$ cat src/rtl/sh_rl_param.sv
// Multi-mode shift unit: loads a narrow operand on an init_sh rising edge, then
// shifts it one bit per clock (LSL/LSR/ASR/ROR) with busy and a done pulse.
module sh_rl_param #(
  parameter int IN_W  = 3,
  parameter int OUT_W = 4,
  parameter int CNT_W = 3
) (
  input  logic             clk,
  input  logic             rst,
  input  logic [IN_W-1:0]  portA,
  input  logic             init_sh,
  input  logic [1:0]       mode,
  input  logic [CNT_W-1:0] amount,
  output logic [OUT_W-1:0] sal_sh,
  output logic             busy,
  output logic             done
);

  typedef enum logic [1:0] {
    ST_IDLE  = 2'd0,
    ST_SHIFT = 2'd1,
    ST_DONE  = 2'd2
  } state_t;

  localparam logic [1:0] M_LSL = 2'b00;
  localparam logic [1:0] M_ASR = 2'b10;
  localparam logic [1:0] M_ROR = 2'b11;
  localparam logic [CNT_W-1:0] CNT_CLAMP = CNT_W'(OUT_W);

  state_t           state_reg, state_next;
  logic [OUT_W-1:0] sal_reg, sal_next;
  logic [1:0]       mode_reg, mode_next;
  logic [CNT_W-1:0] cnt_reg, cnt_next;
  logic             busy_reg, busy_next;
  logic             init_d_reg;

  logic             start_edge;
  logic             fill_msb;
  logic [OUT_W-1:0] load_val;
  logic [OUT_W-1:0] shl_val;
  logic [OUT_W-1:0] shr_val;
  logic [CNT_W-1:0] load_cnt;

  assign start_edge = init_sh & ~init_d_reg;

  // Operand extension: sign-extend only for arithmetic right shifts.
  genvar gi;
  generate
    for (gi = 0; gi < OUT_W; gi++) begin : g_ext
      if (gi < IN_W) begin : g_op
        assign load_val[gi] = portA[gi];
      end else begin : g_sx
        assign load_val[gi] = (mode == M_ASR) & portA[IN_W-1];
      end
    end
  endgenerate

  generate
    for (gi = 0; gi < OUT_W; gi++) begin : g_shl
      if (gi == 0) begin : g_lsb
        assign shl_val[gi] = 1'b0;
      end else begin : g_mid
        assign shl_val[gi] = sal_reg[gi-1];
      end
    end
  endgenerate

  generate
    for (gi = 0; gi < OUT_W; gi++) begin : g_shr
      if (gi == OUT_W - 1) begin : g_msb
        assign shr_val[gi] = fill_msb;
      end else begin : g_mid
        assign shr_val[gi] = sal_reg[gi+1];
      end
    end
  endgenerate

  // Bit entering at the MSB on right shifts depends on the captured mode.
  always_comb begin
    fill_msb = 1'b0;
    case (mode_reg)
      M_ASR:   fill_msb = sal_reg[OUT_W-1];
      M_ROR:   fill_msb = sal_reg[0];
      default: fill_msb = 1'b0;
    endcase
  end

  // Rotations keep the raw amount; the other modes saturate at the register width.
  always_comb begin
    load_cnt = amount;
    if (mode != M_ROR && amount > CNT_CLAMP) begin
      load_cnt = CNT_CLAMP;
    end
  end

  always_ff @(posedge clk or negedge rst) begin
    if (!rst) begin
      state_reg  <= ST_IDLE;
      sal_reg    <= '0;
      mode_reg   <= '0;
      cnt_reg    <= '0;
      busy_reg   <= 1'b0;
      init_d_reg <= 1'b0;
    end else begin
      state_reg  <= state_next;
      sal_reg    <= sal_next;
      mode_reg   <= mode_next;
      cnt_reg    <= cnt_next;
      busy_reg   <= busy_next;
      init_d_reg <= init_sh;
    end
  end

  always_comb begin
    state_next = state_reg;
    sal_next   = sal_reg;
    mode_next  = mode_reg;
    cnt_next   = cnt_reg;
    busy_next  = busy_reg;
    case (state_reg)
      ST_IDLE: begin
        if (start_edge) begin
          sal_next  = load_val;
          mode_next = mode;
          cnt_next  = load_cnt;
          if (load_cnt != '0) begin
            state_next = ST_SHIFT;
            busy_next  = 1'b1;
          end else begin
            state_next = ST_DONE;
            busy_next  = 1'b0;
          end
        end
      end
      ST_SHIFT: begin
        sal_next = (mode_reg == M_LSL) ? shl_val : shr_val;
        cnt_next = cnt_reg - 1'b1;
        if (cnt_reg <= CNT_W'(1)) begin
          state_next = ST_DONE;
          busy_next  = 1'b0;
        end
      end
      ST_DONE: begin
        state_next = ST_IDLE;
      end
      default: begin
        state_next = ST_IDLE;
        busy_next  = 1'b0;
      end
    endcase
  end

  always_comb begin
    sal_sh = sal_reg;
    busy   = busy_reg;
    done   = (state_reg == ST_DONE);
  end

endmodule

$ cat config.mk
export PLATFORM = sky130hd
export DESIGN_NAME = sh_rl_param
export DESIGN_NICKNAME = d
export VERILOG_FILES = /design/src/rtl/sh_rl_param.sv
export SDC_FILE = /design/constraint.sdc
export NUM_CORES = 1
export LEC_CHECK = 0
export ABC_AREA = 1
export BUFFER_PORTS_ARGS = -buffer_cell sky130_fd_sc_hd__buf_2
export CORE_MARGIN = 8
export CORE_UTILIZATION = 42
export DETAILED_ROUTE_END_ITERATION = 16
export MAX_ROUTING_LAYER = met4
export PLACE_DENSITY = 0.74
export RECOVER_POWER = 50
export SKIP_LAST_GASP = 1
export SYNTH_ARGS = -nofsm -noshare
export SYNTH_HDL_FRONTEND = slang
export SYNTH_SLANG_ARGS = --single-unit
$ cat constraint.sdc
create_clock -name clk -period 1.15 [get_ports clk]
set_clock_uncertainty 0.15 [all_clocks]
set_input_delay 0.345 -clock clk [delete_from_list [all_inputs] [get_ports clk]]
set_output_delay 0.345 -clock clk [all_outputs]
set_load 0.05 [all_outputs]
# == After elaboration in Yosys (flattened, before gate mapping) ==
# Cells that the tools add are included.
# word_totals
regBits,13
latchBits,0
mem_bits_rw,0
rom_bits,0
input_bits,11
out_inout_bits,6
mem_count,0
# classes
n_addsub,1
multipliers,0
n_div,0
magnitude_cmp,2
eq_ne,9
shift,0
mux,15
bitwise_logic,4
reduce_logical,10
# op_table
operator,n
"2-bit == test, second input constant",4
4-bit 2-to-1 mux,2
4-bit one-hot mux with 2 select lines,1
2-bit 2-to-1 mux,3
3-bit 2-to-1 mux,2
"2-bit inequality test, second input constant",3
3-bit one-hot mux with 2 select lines,1
2-bit AND reduction,3
3-bit AND reduction,2
2-bit logical NOT,2
2-bit one-hot mux with 2 select lines,1
"3-bit > comparator, second input constant",1
"3-bit by 1-bit less-or-equal comparator with 1-bit output, second input constant",1
1-bit 2-to-1 mux,3
"3-bit inequality test, second input constant",1
1-bit one-hot mux with 3 select lines,1
3-bit nonzero test,1
"3-bit by 1-bit subtractor with 3-bit output, second input constant",1
1-bit bitwise AND,2
"2-bit by 1-bit == test with 1-bit output, second input constant",1
1-bit inverter,2
1-bit one-hot mux with 2 select lines,1
2-bit nonzero test,1
1-bit logical AND,1

# == Depth between registers and ports, before layout ==
# logic_depth
ltp_word,7
ltp_mapped,7
ltp_nobuf,7

# == Least setup slack after synthesis ==
# Ideal clock, no wire load.
# synth_timing
path_type,reg-to-output
from,reg state_reg[0]
to,out done
arrival_time_ps,913
required_ps,655
setup_slack_ps,-258
path_stages_with_launch,4
cell_sequence,dfrtp_1 inv_2 nand2_1 inv_1
# synth_between
elab_chain_len,1
# synth_lines
element,line,source
from (decl),30,"state_t state_reg, state_next;"
from (signal assigned),105,state_reg <= state_next;
2-bit == test,156,done = (state_reg == ST_DONE);
to (decl),16,output logic done
# Every way passes these cells.

# == Worst setup path after layout ==
# Same ends and word-level chain as after synthesis.

==> impl_metrics.tcl <==
set metrics [dict create \
    setup_viol_count_final 18 \
    viasPerCell 4.77 \
    firstDrtPassIters 4 \
    routed_wl_um 2130 \
    async_flop_share_pct 100 \
    start_util_pct 44.7 \
    max-vdd-ir-drop_uv 1610 \
    ff2ff_setup_slack_ns -0.33 \
    netlist_area_um2 779 \
    dp_slack_ns -0.218 \
    crit_start "state_reg[0]$_DFFE_PN0P_" \
    setup_slack_ns -0.394 \
    max_freq_ghz 0.648 \
    post_drt_wl_per_cell_um 12.5 \
    grt_max_degree 14 \
    power.leakage_nw 0.632 \
    cts-root-buf "clkbuf_4" \
    slew_viol_final 0 \
    hp-class "in -> reg" \
    antenna_found_initial 0 \
    grt_pass1_wl_um 3340 \
    crit_arrival_ns 1.05 \
    r2r_end "sal_sh[1]$_DFFE_PN0P_" \
    synthCells 106 \
    r2r-start "state_reg[0]$_DFFE_PN0P_" \
    ys_seq_area_share_pct 41.7 \
    layout_worst_path_cycle_share_pct 134 \
    cp-end-kind "primary output" \
    grt_pass1_vias 801 \
    largest_register_ffs 4 \
    tritoncts "done" \
    worstSetupPathType "reg -> out" \
    met2_usage_pct 24.3 \
    rows 15 \
    ys_ff_latch 13 \
    dieHeight_um 59.1 \
    syn_nets 119 \
    rsz0062_at_grt "true" \
    num_io_pins 17 \
    finalPower_mw 3.50 \
    critPathRequiredTime_ns 0.65 \
    grt_use_total_pct 13.0 \
    use_met1_pct 12.3 \
    synth_edf_count 0 \
    drc 0 \
    hold_viol 0 \
    cts_buffers 3 \
    antenna_cells 0 \
    hpwl_um 1540 \
    clock_latency_ns 0.29 \
    drive_above_1_share_pct 41.8 \
    busiest_layer "met2" \
    core-area_um2 1750 \
    max_slew_margin_pct 77.8 \
    cp_max_fo 2 \
    violations "setup timing" \
    worst_pin_slew_ns 0.333 \
    period_minus_slack_ns 1.54 \
    status "finished, violations left" \
    clock_path_buffers 2 \
    overflow 0 \
    htreeDepth 1 \
    cts_num_sinks 13 \
    p_per_area_nw_per_um2 2980 \
    drtIter0Drc 23 \
    rr_worst_depth 8 \
    ys.warnings.count 0 \
    fillers 152 \
    nets 160 \
    die_w_um 59.1 \
    clk_pin_slew_worst_paths_ns 0.09 \
    vias 815 \
    drv_cap 0 \
    cp-start-kind "flip-flop" \
    gp_congestion 0.874 \
    die_area_um2 3490 \
    synth_ff_type "dfrtp_1" \
    synth_area_per_cell_um2 7.35 \
    synth_cell_types 17 \
    critical_path.endpoint "done" \
    ant_nets 0 \
    area_growth_pct 50.6 \
    io_buffers 16 \
    met3_usage_pct 1.95 \
]
-- cells in the mapped netlist (2+ instances only) --
cell	number	area share, %
nor2_1	5	2.4
inv_1	16	7.7
nand3_1	8	5.1
nand3_2	2	2.6
inv_2	2	0.96
nand2_1	38	18
nand2_2	3	2.4
a21oi_2	2	2.2
o21ai_0	8	5.1
dfrtp_1	13	42
nor2_4	2	2.9
ha_1	2	3.2
-- worst min path at each step --
stage	start	to	slack, ns	cells past startpoint
after floorplan	rst	busy$_DFFE_PN0P_	-0.10	0
after global placement	rst	cnt_reg[2]$_DFFE_PN0P_	0.10	1
after detailed placement	rst	busy$_DFFE_PN0P_	0.10	1
after CTS	init_sh	init_d_reg$_DFF_PN0_	0.09	1
after global routing	init_sh	init_d_reg$_DFF_PN0_	0.15	1
final	init_sh	init_d_reg$_DFF_PN0_	0.15	1
-- power by group --
group	total [mW]	leakage, nW	switching (mW)	internal (mW)
Combinational	2.36	0.461	1.33	1.03
Sequential	0.829	0.156	0.159	0.670
Clock	0.311	0.0150	0.176	0.135
-- area by class of cell --
class | instances | area, um^2 | area share, %
timing repair buffer | 35 | 280 | 23.9
tap | 25 | 31.3 | 2.67
inverter | 18 | 73.8 | 6.29
clock buffer | 4 | 26.3 | 2.24
multi-input combinational | 76 | 432 | 36.8
sequential | 13 | 330 | 28.1
-- routing by layer --
layer  routed length [um]  vias up
met3                   98        7
li1                     -      410
met5                    0        -
met1                  799      379
met4                   68        0
met2                 1170       19
-- placed cells by master (no fill, tap or decap) --
| master | Yosys | final |
|---|---|---|
| nor2_1 | 5 | 5 |
| clkbuf_4 | 0 | 3 |
| dfrtp_1 | 13 | 9 |
| or2_2 | 1 | 1 |
| nor2_4 | 2 | 2 |
| nand3_1 | 8 | 7 |
| buf_2 | 0 | 8 |
| nor3_1 | 1 | 1 |
| nand3_2 | 2 | 3 |
| dfrtp_2 | 0 | 4 |
| nand2_4 | 0 | 3 |
| nand2_2 | 3 | 3 |
| clkbuf_2 | 0 | 1 |
| buf_6 | 0 | 9 |
| nand3_4 | 1 | 2 |
| o21ai_1 | 0 | 3 |
| o21ai_0 | 8 | 5 |
| inv_4 | 0 | 1 |
| buf_8 | 0 | 1 |
| a21oi_2 | 2 | 2 |
| buf_4 | 0 | 14 |
| inv_2 | 2 | 3 |
| clkbuf_1 | 0 | 2 |
| nand4_1 | 1 | 1 |
| inv_1 | 16 | 13 |
| dlygate4sd3_1 | 0 | 1 |
| ha_1 | 2 | 2 |
| or2_1 | 1 | 1 |
| nand2_1 | 38 | 35 |
| clkinvlp_4 | 0 | 1 |
-- through the flow --
step                hold WS [ns]  std cells  setup TNS (ns)  cell area [um^2]  utilization (%)
finish                     0.151        171           -4.80              1170             67.2
global route               0.151        171           -5.61              1170             67.2
CTS                       0.0861        169           -4.59              1110             63.7
detailed placement         0.103        158           -2.11               985             56.4
global placement           0.101        158           -1.51               985             56.4
floorplan                 -0.101        106          -0.491               791                -
-- critical path, stage by stage, from the launching register on --
cell        delay [ns]
dfrtp_1           0.41
inv_2             0.09
nand2_4           0.06
clkinvlp_4        0.07
buf_8             0.13
-- timing repair --
action / in CTS / in global routing
endpoints found under the hold margin: 13 / 0
setup endpoints to repair: 18 / 18
hold buffers: 1 / 0
gates cloned: 1 / 0
buffers inserted: 6 / 2
resized for setup: 16 / 12
pin swaps: 6 / 9
-- logic make-up (layout without fill, tap and decap cells) --
| group | count (synthesis) | after routing | share of synthesized area [%] |
|---|---|---|---|
| buf+inv | 18 | 57 | 8.67 |
| simple gates | 63 | 64 | 39.0 |
| flops | 13 | 13 | 41.7 |
| compound gates | 10 | 10 | 7.38 |
| fa+ha+maj | 2 | 2 | 3.21 |
Power figures use the tool's default switching activity.
